**config.mk**
```make
export PLATFORM = sky130hd
export DESIGN_NAME = instruction_prefetch_unit
export DESIGN_NICKNAME = d
export VERILOG_FILES = /design/src/rtl/instruction_prefetch_unit.sv
export SDC_FILE = /design/constraint.sdc
export NUM_CORES = 1
export LEC_CHECK = 0
export CORE_MARGIN = 4
export CORE_UTILIZATION = 35
export CTS_CLUSTER_SIZE = 24
export DETAILED_ROUTE_END_ITERATION = 7
export PLACE_DENSITY = 0.66
export SYNTH_ARGS = -nofsm -noshare
export SYNTH_HDL_FRONTEND = slang
export SYNTH_SLANG_ARGS = --single-unit
```
**constraint.sdc**
```tcl
create_clock -name clk -period 6.3 [get_ports clk]
set_input_delay 1.26 -clock clk [delete_from_list [all_inputs] [get_ports clk]]
set_output_delay 1.26 -clock clk [all_outputs]
set_load 0.01 [all_outputs]
```
**src/rtl/instruction_prefetch_unit.sv**
```systemverilog
// -----------------------------------------------------------------------------
// instruction_prefetch_unit
//
// Runs ahead of decode by issuing sequential instruction fetches into a small
// circular fetch queue, and restarts fetch at a jump or taken-branch target.
//
// Every queue slot holds a fetch PC, the returned instruction word and a
// filled bit. Three pointers walk the ring:
//   alloc - next slot to reserve when a request is issued
//   fill  - next slot to be written by an in-order memory response
//   head  - slot currently presented to decode
// Each pointer carries one wrap bit above the slot index, so that
// alloc - head (reserved slots) can be told apart for empty (0) and full
// (DEPTH).
//
// A redirect empties the queue at once. Responses to requests that were
// already in flight still come back from memory, so they are counted in
// drop_cnt and discarded as they arrive.
//
// Ports
//   clk, rst_n                  clock; synchronous active-low reset
//   en                          pipeline enable (0 freezes issue, pop, redirect)
//   jump_target, pc_id,
//   instr_id                    jump request, decode PC, 26-bit index field
//   jump_branch, b_addr         taken-branch request and its target
//   imem_req_valid/addr/ready   fetch request handshake
//   imem_resp_valid/data        in-order fetch responses (never stalled)
//   fq_valid/pc/instr, fq_ready decode-side handshake
//   pc                          next fetch address
// -----------------------------------------------------------------------------
module instruction_prefetch_unit #(
  parameter int unsigned DEPTH    = 4,
  parameter logic [31:0] RESET_PC = 32'h0000_0000
) (
  input  logic        clk,
  input  logic        rst_n,
  input  logic        en,
  input  logic        jump_target,
  input  logic [31:0] pc_id,
  input  logic [25:0] instr_id,
  input  logic        jump_branch,
  input  logic [31:0] b_addr,
  output logic        imem_req_valid,
  output logic [31:0] imem_req_addr,
  input  logic        imem_req_ready,
  input  logic        imem_resp_valid,
  input  logic [31:0] imem_resp_data,
  output logic        fq_valid,
  output logic [31:0] fq_pc,
  output logic [31:0] fq_instr,
  input  logic        fq_ready,
  output logic [31:0] pc
);

  localparam int unsigned PTR_W = $clog2(DEPTH);
  localparam int unsigned CNT_W = PTR_W + 1;

  // Pointers, occupancy and the drop counter all share this width.
  typedef logic [CNT_W-1:0] ptr_t;
  localparam ptr_t DEPTH_P = ptr_t'(DEPTH);

  // ---------------------------------------------------------------------------
  // State
  // ---------------------------------------------------------------------------
  logic [31:0]      pc_q, pc_d;
  ptr_t             alloc_q, alloc_d;
  ptr_t             fill_q, fill_d;
  ptr_t             head_q, head_d;
  ptr_t             drop_cnt_q, drop_cnt_d;
  logic [DEPTH-1:0] filled_q, filled_d;
  logic [31:0]      slot_pc_q    [DEPTH];
  logic [31:0]      slot_pc_d    [DEPTH];
  logic [31:0]      slot_instr_q [DEPTH];
  logic [31:0]      slot_instr_d [DEPTH];

  // ---------------------------------------------------------------------------
  // Decode of this cycle's events
  // ---------------------------------------------------------------------------
  logic [PTR_W-1:0] alloc_idx, fill_idx, head_idx;
  ptr_t             reserved, in_flight;
  logic             redirect, req_fire, resp_accept, resp_drop, pop;
  logic [31:0]      pc_id_next, target;
  logic             unused_pc_id_low;

  assign alloc_idx = alloc_q[PTR_W-1:0];
  assign fill_idx  = fill_q[PTR_W-1:0];
  assign head_idx  = head_q[PTR_W-1:0];

  assign reserved  = alloc_q - head_q;  // slots issued and not yet popped
  assign in_flight = alloc_q - fill_q;  // issued and still awaiting data

  // The jump keeps the 256 MB region of the instruction after the one in
  // decode, which is why the carry out of pc_id + 4 matters.
  assign pc_id_next       = pc_id + 32'd4;
  assign unused_pc_id_low = ^pc_id_next[27:0];

  assign redirect = en & (jump_target | jump_branch);
  assign target   = jump_target ? {pc_id_next[31:28], instr_id, 2'b00} : b_addr;

  // rst_n gating keeps both valids low during reset, before state is defined.
  assign imem_req_valid = rst_n & en & ~redirect & (reserved < DEPTH_P);
  assign imem_req_addr  = pc_q;
  assign pc             = pc_q;
  assign req_fire       = imem_req_valid & imem_req_ready;

  // Responses are accepted whatever en is; while stale requests are still
  // draining, everything returned belongs to them.
  assign resp_drop   = imem_resp_valid & (drop_cnt_q != '0);
  assign resp_accept = imem_resp_valid & (drop_cnt_q == '0) & (in_flight != '0);

  assign fq_valid = rst_n & en & filled_q[head_idx];
  assign fq_pc    = slot_pc_q[head_idx];
  assign fq_instr = slot_instr_q[head_idx];
  assign pop      = fq_valid & fq_ready & ~redirect;  // a flush beats a pop

  // ---------------------------------------------------------------------------
  // Next state
  // ---------------------------------------------------------------------------
  always_comb begin
    // NOTE: every variable gets its hold value first so no path can infer a latch.
    pc_d         = pc_q;
    alloc_d      = alloc_q;
    fill_d       = fill_q;
    head_d       = head_q;
    drop_cnt_d   = drop_cnt_q;
    filled_d     = filled_q;
    slot_pc_d    = slot_pc_q;
    slot_instr_d = slot_instr_q;

    if (req_fire) begin
      slot_pc_d[alloc_idx] = pc_q;
      alloc_d              = alloc_q + ptr_t'(1);
      pc_d                 = pc_q + 32'd4;
    end

    if (resp_accept) begin
      slot_instr_d[fill_idx] = imem_resp_data;
      filled_d[fill_idx]     = 1'b1;
      fill_d                 = fill_q + ptr_t'(1);
    end

    if (resp_drop) begin
      drop_cnt_d = drop_cnt_q - ptr_t'(1);
    end

    if (pop) begin
      filled_d[head_idx] = 1'b0;
      head_d             = head_q + ptr_t'(1);
    end

    // Redirect overrides everything above. Requests still outstanding after
    // this cycle become drop work: those already being dropped, plus those
    // issued since, less whatever response lands this cycle.
    if (redirect) begin
      pc_d       = target;
      filled_d   = '0;
      alloc_d    = head_q;
      fill_d     = head_q;
      drop_cnt_d = drop_cnt_q - ptr_t'(resp_drop) + in_flight - ptr_t'(resp_accept);
    end
  end

  // ---------------------------------------------------------------------------
  // Registers
  // ---------------------------------------------------------------------------
  always_ff @(posedge clk) begin
    // NOTE: state flops use non-blocking assignment so every flop samples pre-edge values.
    if (!rst_n) begin
      pc_q       <= RESET_PC;
      alloc_q    <= '0;
      fill_q     <= '0;
      head_q     <= '0;
      drop_cnt_q <= '0;
      filled_q   <= '0;
    end else begin
      pc_q       <= pc_d;
      alloc_q    <= alloc_d;
      fill_q     <= fill_d;
      head_q     <= head_d;
      drop_cnt_q <= drop_cnt_d;
      filled_q   <= filled_d;
    end
  end

  // NOTE: slot payload is left unreset; filled_q alone says whether a slot is valid.
  always_ff @(posedge clk) begin
    slot_pc_q    <= slot_pc_d;
    slot_instr_q <= slot_instr_d;
  end

  // A response with nothing outstanding and nothing to drop means the memory
  // side has lost track of requests.
  assert property (@(posedge clk) disable iff (!rst_n)
    !(imem_resp_valid && (drop_cnt_q == '0) && (in_flight == '0)));

endmodule

```
==> flow_summary.yaml <==
power:
  p_leak_nw: 5.42
  power.total_mw: 5.10
  cellPowerDensity_nw_per_um2: 302
  irDropWorstVdd_v: 0.000137
setup_path:
  cp-start-kind: "flip-flop"
  crit_path_end_kind: "flip-flop"
  slowest_stage: "fa_1"
  max_stage_delay_ns: 0.51
  cp_cell_sequence: "inv_1 -> ha_1 -> fa_1 -> xor2_1 -> xnor2_1 -> a31oi_2 -> inv_1 -> fa_1 -> inv_1 -> fa_1 -> inv_1 -> ha_1 -> fa_1 -> xor2_1 -> xnor2_1 -> a22oi_1 -> xor2_1 -> nor2_1"
  crit_type: "flip-flop to flip-flop"
  arrival_ns: 4.81
  required_ns: 6.67
  path_max_fanout: 8
logic_synthesis:
  yosysSeqAreaShare: 0.671
  avgSynthCellArea_um2: 16.6
  synth_cells: 774
  synth_largest_area_cell: "edfxtp_1"
  ys_ff_latch: 304
  synthArstFlopShare: 0
  synth_edf_count: 256
  synth_area_um2: 12900
  ys_warn_count: 0
  synthDistinctLibCells: 54
  syn-num-nets: 927
  synth.top_cell.area_share: 0.597
  ys.flop_type: "edfxtp_1"
  yosys-top-cells-area: "edfxtp_1, mux4_2, dfxtp_1, buf_4, ha_1"
min_path:
  hold_path_class: "flip-flop to flip-flop"
cts:
  cts_buffer_depth: 3
  numCtsBuffers: 34
  path_clk_slew_ns: 0.06
  htreeDepth: 2
  clockRootBuffer: "clkbuf_16"
  cts_setup_buffers: 0
  cts_resized: 0
  cts_tree: "built"
  clock-sinks: 304
  postCtsHoldBufs: 0
  clock_latency_ns: 0.50
placed_design:
  placed_cells: 1436
  pre_cts_slack_ns: 1.47
  globalplace.congestion: 0.805
  detailed_place_hpwl_um: 20900
  port_buffers: 257
floorplan:
  core_area_um2: 36400
  dieArea_um2: 39900
  core.rowCount: 70
  io_pins: 260
  initial_core_util: 0.354
  die_w_um: 200
  die_h_um: 200
sta:
  min_period_ns: 4.44
  max_slew_margin: 0.303
  fmax_ghz: 0.225
  setup_viol: 0
  worst_pin_slew_ns: 1.05
  slew_violations: 0
  rsz0062_at_grt: "false"
  setup_ws_ns: 1.86
  timing.final.crit_share: 0.705
  tns_ns: 0
  finalHoldViolCount: 0
  clock_skew_ns: 0.0110
drt:
  wl_per_cell_um: 21.3
  viasPerCell: 5.03
  num_vias: 7549
  routed_wl_um: 32000
  dr.pass1.iters: 4
  ant_nets: 0
  drc: 0
  drt_iter0_drc: 469
layout:
  fillers: 3165
  final_cell_mix: "clkdlybuf4s50_1, edfxtp_1, mux4_2"
  fin_nets: 1157
  seqCellArea_um2: 8660
  multi_input_area_um2: 3770
  drive_above_1_share: 0.171
  postLayoutCoreUtil: 0.464
  final_cells: 1500
  area_delta_synth_final_pct: 31.1
global_route:
  grt_max_degree: 44
  antenna_found_initial: 5
  grt_pass1_wl_um: 47000
  gr-total-overflow: 0
  grt_pass1_vias: 7755
  grt_usage: 0.155
run:
  drv_cap: 0
outcome:
  status: "finished clean"
## routing by layer
metal,GRT usage,up-vias,wire [µm]
met1,0.197,3819,12900
met2,0.269,194,16500
met3,0.0290,52,1710
met4,0.0523,2,895
li1,-,3482,-
met5,0,-,9
## registers in the layout, indices dropped and copies added, names as in the netlist
| signal | flops |
|---|---|
| imem_req_addr | 32 |
| filled_q | 4 |
| fill_q | 3 |
| head_q | 3 |
| drop_cnt_q | 3 |
| alloc_q | 3 |
| slot_pc_q | 128 |
| slot_instr_q | 128 |
## final timing paths
kind / end / slack (ns) / from / cells after the start
setup reg to reg: drop_cnt_q[2] / 1.86 / alloc_q[0] / 18
hold / removal: filled_q[0] / 0.49 / filled_q[0] / 2
setup / recovery: drop_cnt_q[2] / 1.86 / alloc_q[0] / 18
hold reg to reg: filled_q[0] / 0.49 / filled_q[0] / 2
## worst max-delay path, delay by kind of cell (launching register included)
| family | cells | cell delay (ns) |
|---|---|---|
| adder cells (fa/ha/maj) | 6 | 2.16 |
| XOR/XNOR | 5 | 0.79 |
| AO/OA/AOI/OAI | 2 | 0.56 |
| flip-flops | 1 | 0.41 |
| buffers and inverters | 4 | 0.31 |
| AND/OR/NAND/NOR | 1 | 0.05 |
## metrics by stage
step | area, µm² | hold WS (ns)
after global routing | 16900 | 0.529
after detailed placement | 15700 | 0.486
after global placement | 15700 | 0.483
after CTS | 16900 | 0.495
after floorplan | 12900 | 0.468
final | 16900 | 0.493
## area by class of cell
cell class              count  share of cell area
diodes                      4            0.000593
clock buffers              43              0.0536
clock inverters            17              0.0163
inverters                  19             0.00422
multi-input cells         381               0.223
flip-flops and latches    304               0.512
well taps                 468              0.0347
repair buffers            264               0.155
## Yosys cell counts, types with 2 or more instances
cell type / count
nor2_1: 22
dfxtp_1: 48
a21oi_1: 33
mux2i_1: 5
nand2_1: 28
buf_2: 10
nor2b_1: 3
nand4_1: 13
and3_1: 11
fa_1: 4
inv_1: 19
o221a_2: 2
a211oi_1: 9
o21ai_0: 32
clkbuf_1: 20
and4_1: 5
a31o_2: 2
ha_1: 19
a2111oi_1: 2
buf_1: 6
nor3_1: 7
edfxtp_1: 256
buf_4: 33
xor2_1: 13
nor3_2: 8
mux2_2: 19
xnor2_1: 21
o211ai_1: 2
and2_1: 7
a22oi_1: 3
a31oi_1: 2
a221oi_1: 3
mux4_2: 65
nor4_2: 4
a21o_1: 2
nand3_1: 18
## power by group
| part | switching, mW | internal (mW) | total (mW) |
|---|---|---|---|
| Clock | 0.785 | 1.31 | 2.10 |
| Sequential | 0.0705 | 2.30 | 2.37 |
| Combinational | 0.297 | 0.340 | 0.636 |
## logic make-up (layout without fill, tap and decap cells)
group / count (synthesis) / count (layout) / share of synthesized area
AOI/OAI and AO/OA: 103 / 103 / 0.0521
xor gates and xnor gates: 34 / 34 / 0.0231
adders and majority gates: 23 / 23 / 0.0247
buffers and inverters: 89 / 343 / 0.0371
DFF: 304 / 304 / 0.671
muxes: 89 / 89 / 0.134
other: 0 / 4 / 0
and+or+nand+nor: 132 / 132 / 0.0577
Note: power is estimated with default switching activity, not from simulation.
